**src/rtl/esop_seq_eval_if.sv**
```systemverilog
// esop_seq_eval_if: valid/ready handshake bundle carrying input vectors to, and results from, the ESOP evaluator
interface esop_seq_eval_if #(
  parameter int NUM_IN  = 15,
  parameter int NUM_OUT = 1
);
  logic               in_valid;
  logic               in_ready;
  logic [NUM_IN-1:0]  x;
  logic               out_valid;
  logic               out_ready;
  logic [NUM_OUT-1:0] y;
  modport master (output in_valid, x, out_ready, input in_ready, out_valid, y);
  modport slave  (input in_valid, x, out_ready, output in_ready, out_valid, y);
endinterface

```
**src/rtl/esop_seq_eval.sv**
```systemverilog
// esop_seq_eval: programmable sequential ESOP evaluator, one cube per clock, XOR-accumulated.
// Optional ESOP_MATCH_CNT_EN adds a match_cnt output counting matched cubes per evaluation.
module esop_seq_eval #(
  parameter int NUM_IN    = 15,
  parameter int MAX_CUBES = 32,
  parameter int NUM_OUT   = 1,
  localparam int CW       = $clog2(MAX_CUBES + 1)
) (
  input  logic               clk,
  input  logic               rst,
  input  logic               cfg_we,
  input  logic [CW-1:0]      cfg_addr,
  input  logic [NUM_IN-1:0]  cfg_care,
  input  logic [NUM_IN-1:0]  cfg_pol,
  input  logic [NUM_OUT-1:0] cfg_omask,
  input  logic               cfg_num_we,
  input  logic [CW-1:0]      cfg_num,
  output logic               cfg_err,
`ifdef ESOP_MATCH_CNT_EN
  output logic [CW-1:0]      match_cnt,
`endif
  esop_seq_eval_if.slave     io
);
  localparam int AW = (MAX_CUBES > 1) ? $clog2(MAX_CUBES) : 1;
  typedef enum logic [1:0] {IDLE, EVAL, DONE} state_t;
  state_t state, state_n;
  logic [NUM_IN-1:0]  care_m  [MAX_CUBES];
  logic [NUM_IN-1:0]  pol_m   [MAX_CUBES];
  logic [NUM_OUT-1:0] omask_m [MAX_CUBES];
  logic [NUM_IN-1:0]  xl;
  logic [NUM_OUT-1:0] acc;
  logic [CW-1:0]      idx, count, count_n;
  logic               err, err_n, idle, accept, addr_ok, num_big, tbl_we, match, last;
  logic [AW-1:0]      ai;
  // FSM state register
  always_ff @(posedge clk)
    if (rst) state <= IDLE;
    else     state <= state_n;
  // next state, config qualification and the cube match of the cube under evaluation
  always_comb begin
    idle    = state == IDLE;
    accept  = idle && io.in_valid;
    addr_ok = cfg_addr < CW'(MAX_CUBES);
    num_big = cfg_num > CW'(MAX_CUBES);
    tbl_we  = cfg_we && idle && addr_ok;
    count_n = !(cfg_num_we && idle) ? count : num_big ? CW'(MAX_CUBES) : cfg_num;
    err_n   = (cfg_we && (!idle || !addr_ok)) || (cfg_num_we && (!idle || num_big));
    ai      = idx[AW-1:0];
    match   = &(~care_m[ai] | ~(xl ^ pol_m[ai]));
    last    = idx == count - CW'(1);
    state_n = idle ? (accept ? ((count_n != '0) ? EVAL : DONE) : IDLE)
            : (state == EVAL) ? (last ? DONE : EVAL)
            : (io.out_ready ? IDLE : DONE);
  end
  assign io.in_ready  = idle;
  assign io.out_valid = state == DONE;
  assign io.y         = acc;
  assign cfg_err      = err;
  // cube table; left uncleared by reset since count=0 makes it unreachable
  always_ff @(posedge clk)
    if (tbl_we) begin
      care_m[cfg_addr[AW-1:0]]  <= cfg_care;
      pol_m[cfg_addr[AW-1:0]]   <= cfg_pol;
      omask_m[cfg_addr[AW-1:0]] <= cfg_omask;
    end
  // active count, error pulse, latched vector and XOR accumulation
  always_ff @(posedge clk)
    if (rst) begin
      count <= '0;
      err   <= 1'b0;
      xl    <= '0;
      acc   <= '0;
      idx   <= '0;
    end else begin
      count <= count_n;
      err   <= err_n;
      if (accept) begin
        xl  <= io.x;
        acc <= '0;
        idx <= '0;
      end else if (state == EVAL) begin
        acc <= acc ^ (match ? omask_m[ai] : '0);
        idx <= idx + CW'(1);
      end
    end
`ifdef ESOP_MATCH_CNT_EN
  logic [CW-1:0] mcnt;
  // number of matching cubes in the current evaluation
  always_ff @(posedge clk)
    if (rst || accept)               mcnt <= '0;
    else if (state == EVAL && match) mcnt <= mcnt + CW'(1);
  assign match_cnt = mcnt;
`endif
endmodule

```
**src/flat_wrapper.sv**
```systemverilog
// flat-port wrapper written by rule: the top's interface ports become plain ports
module esop_seq_eval_flat 
#(
  parameter int NUM_IN    = 15,
  parameter int MAX_CUBES = 32,
  parameter int NUM_OUT   = 1,
  localparam int CW       = $clog2(MAX_CUBES + 1)
)
  (clk, rst, cfg_we, cfg_addr, cfg_care, cfg_pol, cfg_omask, cfg_num_we, cfg_num, cfg_err, io_in_valid, io_x, io_out_ready, io_in_ready, io_out_valid, io_y);
  esop_seq_eval_if #(.NUM_IN(NUM_IN), .NUM_OUT(NUM_OUT)) io_i ();
  input  logic clk;
  input  logic rst;
  input  logic cfg_we;
  input  logic [CW-1:0] cfg_addr;
  input  logic [NUM_IN-1:0] cfg_care;
  input  logic [NUM_IN-1:0] cfg_pol;
  input  logic [NUM_OUT-1:0] cfg_omask;
  input  logic cfg_num_we;
  input  logic [CW-1:0] cfg_num;
  output logic cfg_err;
  input wire logic [$bits(io_i.in_valid)-1:0] io_in_valid;
  input wire logic [$bits(io_i.x)-1:0] io_x;
  input wire logic [$bits(io_i.out_ready)-1:0] io_out_ready;
  output wire logic [$bits(io_i.in_ready)-1:0] io_in_ready;
  output wire logic [$bits(io_i.out_valid)-1:0] io_out_valid;
  output wire logic [$bits(io_i.y)-1:0] io_y;
  assign io_i.in_valid = io_in_valid;
  assign io_i.x = io_x;
  assign io_i.out_ready = io_out_ready;
  assign io_in_ready = io_i.in_ready;
  assign io_out_valid = io_i.out_valid;
  assign io_y = io_i.y;
  esop_seq_eval #(.NUM_IN(NUM_IN), .MAX_CUBES(MAX_CUBES), .NUM_OUT(NUM_OUT)) u_core (.clk(clk), .rst(rst), .cfg_we(cfg_we), .cfg_addr(cfg_addr), .cfg_care(cfg_care), .cfg_pol(cfg_pol), .cfg_omask(cfg_omask), .cfg_num_we(cfg_num_we), .cfg_num(cfg_num), .cfg_err(cfg_err), .io(io_i));
endmodule
```
**config.mk**
```make
export PLATFORM = sky130hd
export DESIGN_NAME = esop_seq_eval_flat
export DESIGN_NICKNAME = d
export VERILOG_FILES = /design/src/rtl/esop_seq_eval_if.sv /design/src/rtl/esop_seq_eval.sv /design/src/flat_wrapper.sv
export SDC_FILE = /design/constraint.sdc
export NUM_CORES = 1
export LEC_CHECK = 0
export ABC_CLOCK_PERIOD_IN_PS = 4200
export CAP_MARGIN = 25
export CORE_UTILIZATION = 45
export CTS_BUF_LIST = sky130_fd_sc_hd__clkbuf_8
export DETAILED_ROUTE_END_ITERATION = 10
export HOLD_SLACK_MARGIN = 0.1
export SETUP_SLACK_MARGIN = 0.1
export SYNTH_ARGS = -nofsm -noshare
export SYNTH_HDL_FRONTEND = slang
export SYNTH_SLANG_ARGS = --single-unit
```
**constraint.sdc**
```tcl
create_clock -name clk -period 4.2 [get_ports clk]
set_input_delay 0.42 -clock clk [delete_from_list [all_inputs] [get_ports clk]]
set_output_delay 0.42 -clock clk [all_outputs]
set_load 0.01 [all_outputs]
```
==> impl_metrics.toml <==
[pwr]
p_switching_mw = 4.659
pwr-share-clk_pct = 39.0
power_density_nw_per_um2 = 442.2
internal-power_mw = 15.77
ir_drop_uv = 288.9
p_leak_nw = 14.31
switching_share_pct = 22.81
p_seq_share_pct = 55.7
combPwrFrac_pct = 5.4

[critical_path]
worstSetupStartpointType = "register"
end_kind = "register"
critPathMaxFanout = 19
critPathKind = "register to register"
rrSetupSlack_ns = 0.30
cp.required_ns = 4.90
cp.arrival_ns = 4.60
worst_r2r_endpoint = "u_core.io.y"
rr_worst_depth = 9

[grt]
grtUsageMet1_pct = 32.73
overflow = 0
first_global_vias = 20430
met3_usage_pct = 5.262
busiest_layer = "met2"
antenna_found_initial = 7
grtUsageMet2_pct = 36.68
grt_pass1_wl_um = 146300
track_usage_pct = 23.38
grt_start_max_net_pins = 70

[drt]
vias_per_cell = 5.951
ant_nets = 0
vias = 20050
wl_per_cell_um = 30.74
drt_iter0_drc = 2333
drc = 0
first_pass_iters = 7
wirelength_um = 103600

[cts]
htreeDepth = 4
cts_num_sinks = 1028
cts_made_buffers = 167
tritoncts = "done"
clkLatencyLatePin_ns = 0.84
clockBufferDepth = 3
cts.clk_slew.worst_paths_ns = 0.07
clock-root-buffer = "clkbuf_8"

[timing]
finalHoldViolations = 0
setup_tns_ns = 0
fmax_mhz = 256.1
final_period_minus_worst_setup_slack_ns = 3.905
timing.final.crit_share_pct = 92.97
finClkSkew_ns = 0.03521
rsz0062_at_grt = "no"
slew_headroom_pct = 29.59
setup_ws_ns = 0.2954
final-setup-viol-count = 0
tightestPinTransition_ns = 1.053
drv_slew = 0

[yosys]
syn_area_um2 = 39870
syn_area_per_cell_um2 = 21.80
synthSimpleGateAreaFrac_pct = 2.787
synth_xor_area_share_pct = 0.6590
synth-compound-area-share_pct = 2.065
synth.top_cells.by_area = "edfxtp_1 (75%), mux4_2 (15%), dfxtp_1 (1.8%), mux2i_1 (1.1%), nor2_1 (0.63%)"
synthCells = 1829
yosys.area.top_type = "edfxtp_1"
synth_top_area_share_pct = 74.71
yosysWarnings = 0
synth_top_family_by_area = "multiplexers"
ys_seq_elements = 1028
synth_ff_type = "edfxtp_1"
synth_fa_ha_area_share_pct = 0.06276
synth_edf_count = 992
yosysSeqAreaShare_pct = 76.52
async_flop_share_pct = 0
syn-num-nets = 1895
synthMuxAreaShare_pct = 16.38
yosys.cell_types.count = 66

[floorplanning]
initial_utilization_pct = 45.68
die-width_um = 299.7
core-area_um2 = 87290
rows = 108
dieArea_um2 = 89800
dieHeight_um = 299.7
io_pins = 68

[finish]
post_route_cells_drive_above_1_share_pct = 27.73
area_delta_synth_final_pct = 15.87
fin_nets = 2140

[min_path]
hp-class = "primary input to register"
min-delay-start = "io_x[5]"
hold_depth = 3
hold_end = "u_core.xl[5]"

[job]
cap_violations = 0

[placed_design]
gp_congestion = 0.7984
port_buffers = 67
post-place-ws_ns = 0.1503
dp_hpwl_um = 56360

[outcome]
outcome = "completed"
state kept, by name, indices dropped and copies added (netlist names), named ones only:
name	flops
u_core.xl	15
u_core.cfg_err	1
u_core.state	2
u_core.io.y	1
u_core.omask_m	32
u_core.care_m	480
u_core.idx	6
u_core.pol_m	480
u_core.count	6
cells in the mapped netlist (3+ instances only):
master	n
buf_1	8
o311ai_0	4
dfxtp_1	36
a22o_1	7
nand2b_1	5
a22oi_1	12
a311oi_1	3
a31oi_1	4
and4_1	3
a221oi_1	11
nor3_1	4
nand3_1	19
nor4_1	11
mux4_2	268
o21ai_0	10
mux2i_1	44
nor2_1	67
nand3b_1	7
and3_1	4
nand4_1	6
buf_6	16
buf_4	10
nor2b_1	13
a21oi_1	30
nor3b_1	7
xor2_1	15
buf_2	30
and2_1	7
mux2_2	3
inv_1	13
or3_1	3
clkbuf_1	31
nand2_1	63
a32oi_1	3
a41oi_1	3
edfxtp_1	992
xnor2_1	15
nand4b_1	3
per-layer routing:
layer	vias to the layer above	routed length, µm
li1	8214	-
met1	10730	42330
met2	935	50140
met3	168	8734
met4	4	2347
met5	-	31
logic make-up (layout without fill, tap and decap cells):
family / after synthesis / count (layout)
buffers and inverters: 110 / 492
AOI/OAI and AO/OA: 114 / 114
muxes: 317 / 317
other: 0 / 3
DFF: 1028 / 1028
adders and majority gates: 2 / 2
xor gates and xnor gates: 30 / 30
and+or+nand+nor: 228 / 228
worst max path at each step:
stage	cells past startpoint	start	to	slack, ns
6_report	9	register	u_core.io.y	0.30
5_1_grt	9	register	u_core.io.y	0.13
4_1_cts	10	register	u_core.io.y	0.13
3_5_place_dp	10	register	u_core.io.y	0.15
3_3_place_gp	10	register	u_core.io.y	0.13
2_1_floorplan	10	register	u_core.io.y	1.13
cell type report:
type	count	area, µm²
clock buffers	171	2354
diodes	3	7.507
clock inverters	135	699.4
multi-input cells	691	8995
well taps	1155	1445
repair buffers	171	2117
fillers	6768	41090
inverters	15	57.56
flip-flops and latches	1028	30520
power groups by stage:
stage	clock [mW]	sequential, mW	combinational [mW]
after floorplan	0	11.5	0.670
after global placement	0	11.6	1.04
after detailed placement	0	11.6	1.06
after CTS	8.11	11.4	1.07
after global routing	8.51	11.4	1.17
final	7.96	11.4	1.10
through the flow:
| step | total power [mW] | util [%] | std cells | area [µm²] | hold slack, ns |
|---|---|---|---|---|---|
| after global placement | 12.63 | 48.90 | 3037 | 42690 | 0.4773 |
| after global routing | 21.06 | 52.92 | 3368 | 46200 | 0.1434 |
| final | 20.43 | 52.92 | 3369 | 46200 | 0.1699 |
| after detailed placement | 12.65 | 48.90 | 3037 | 42690 | 0.4880 |
| after floorplan | 12.21 | - | 1829 | 39870 | 0.4491 |
| after CTS | 20.56 | 52.49 | 3351 | 45820 | 0.1010 |
layout by cell type, fill, tap and decap left out, drive strengths merged, types with 6 or more instances in the layout:
| master | n |
|---|---|
| buf | 89 |
| nand4 | 6 |
| o21ai | 11 |
| xnor2 | 15 |
| inv | 80 |
| a22o | 7 |
| dfxtp | 36 |
| dlygate4sd3 | 8 |
| mux2i | 44 |
| a221oi | 12 |
| clkdlybuf4s50 | 67 |
| a22oi | 12 |
| clkbuf | 178 |
| nor2 | 67 |
| nand3 | 19 |
| edfxtp | 992 |
| nor4 | 11 |
| nor2b | 13 |
| nand3b | 7 |
| clkinv | 66 |
| and2 | 8 |
| a21oi | 30 |
| nand2 | 63 |
| xor2 | 15 |
| mux4 | 268 |
| nor3b | 7 |
| o311ai | 6 |
worst max-delay path, stage by stage, from the launching register on:
cell and delay [ns]:
dfxtp_4 0.60, buf_12 0.25, buf_4 0.41, mux4_2 0.57
a221oi_1 0.50, xnor2_1 0.18, nand2_1 0.10, a41oi_1 0.69
a2111oi_2 0.07, mux2_1 0.35
repair_timing:
| action | CTS | global route |
|---|---|---|
| setup endpoints to repair | 0 | 1 |
| setup buffers | 0 | 0 |
| gates resized for setup | 0 | 1 |
| hold buffers | 8 | 0 |
| endpoints found under the hold margin | 8 | 0 |
(Power assumes the default switching activity.)
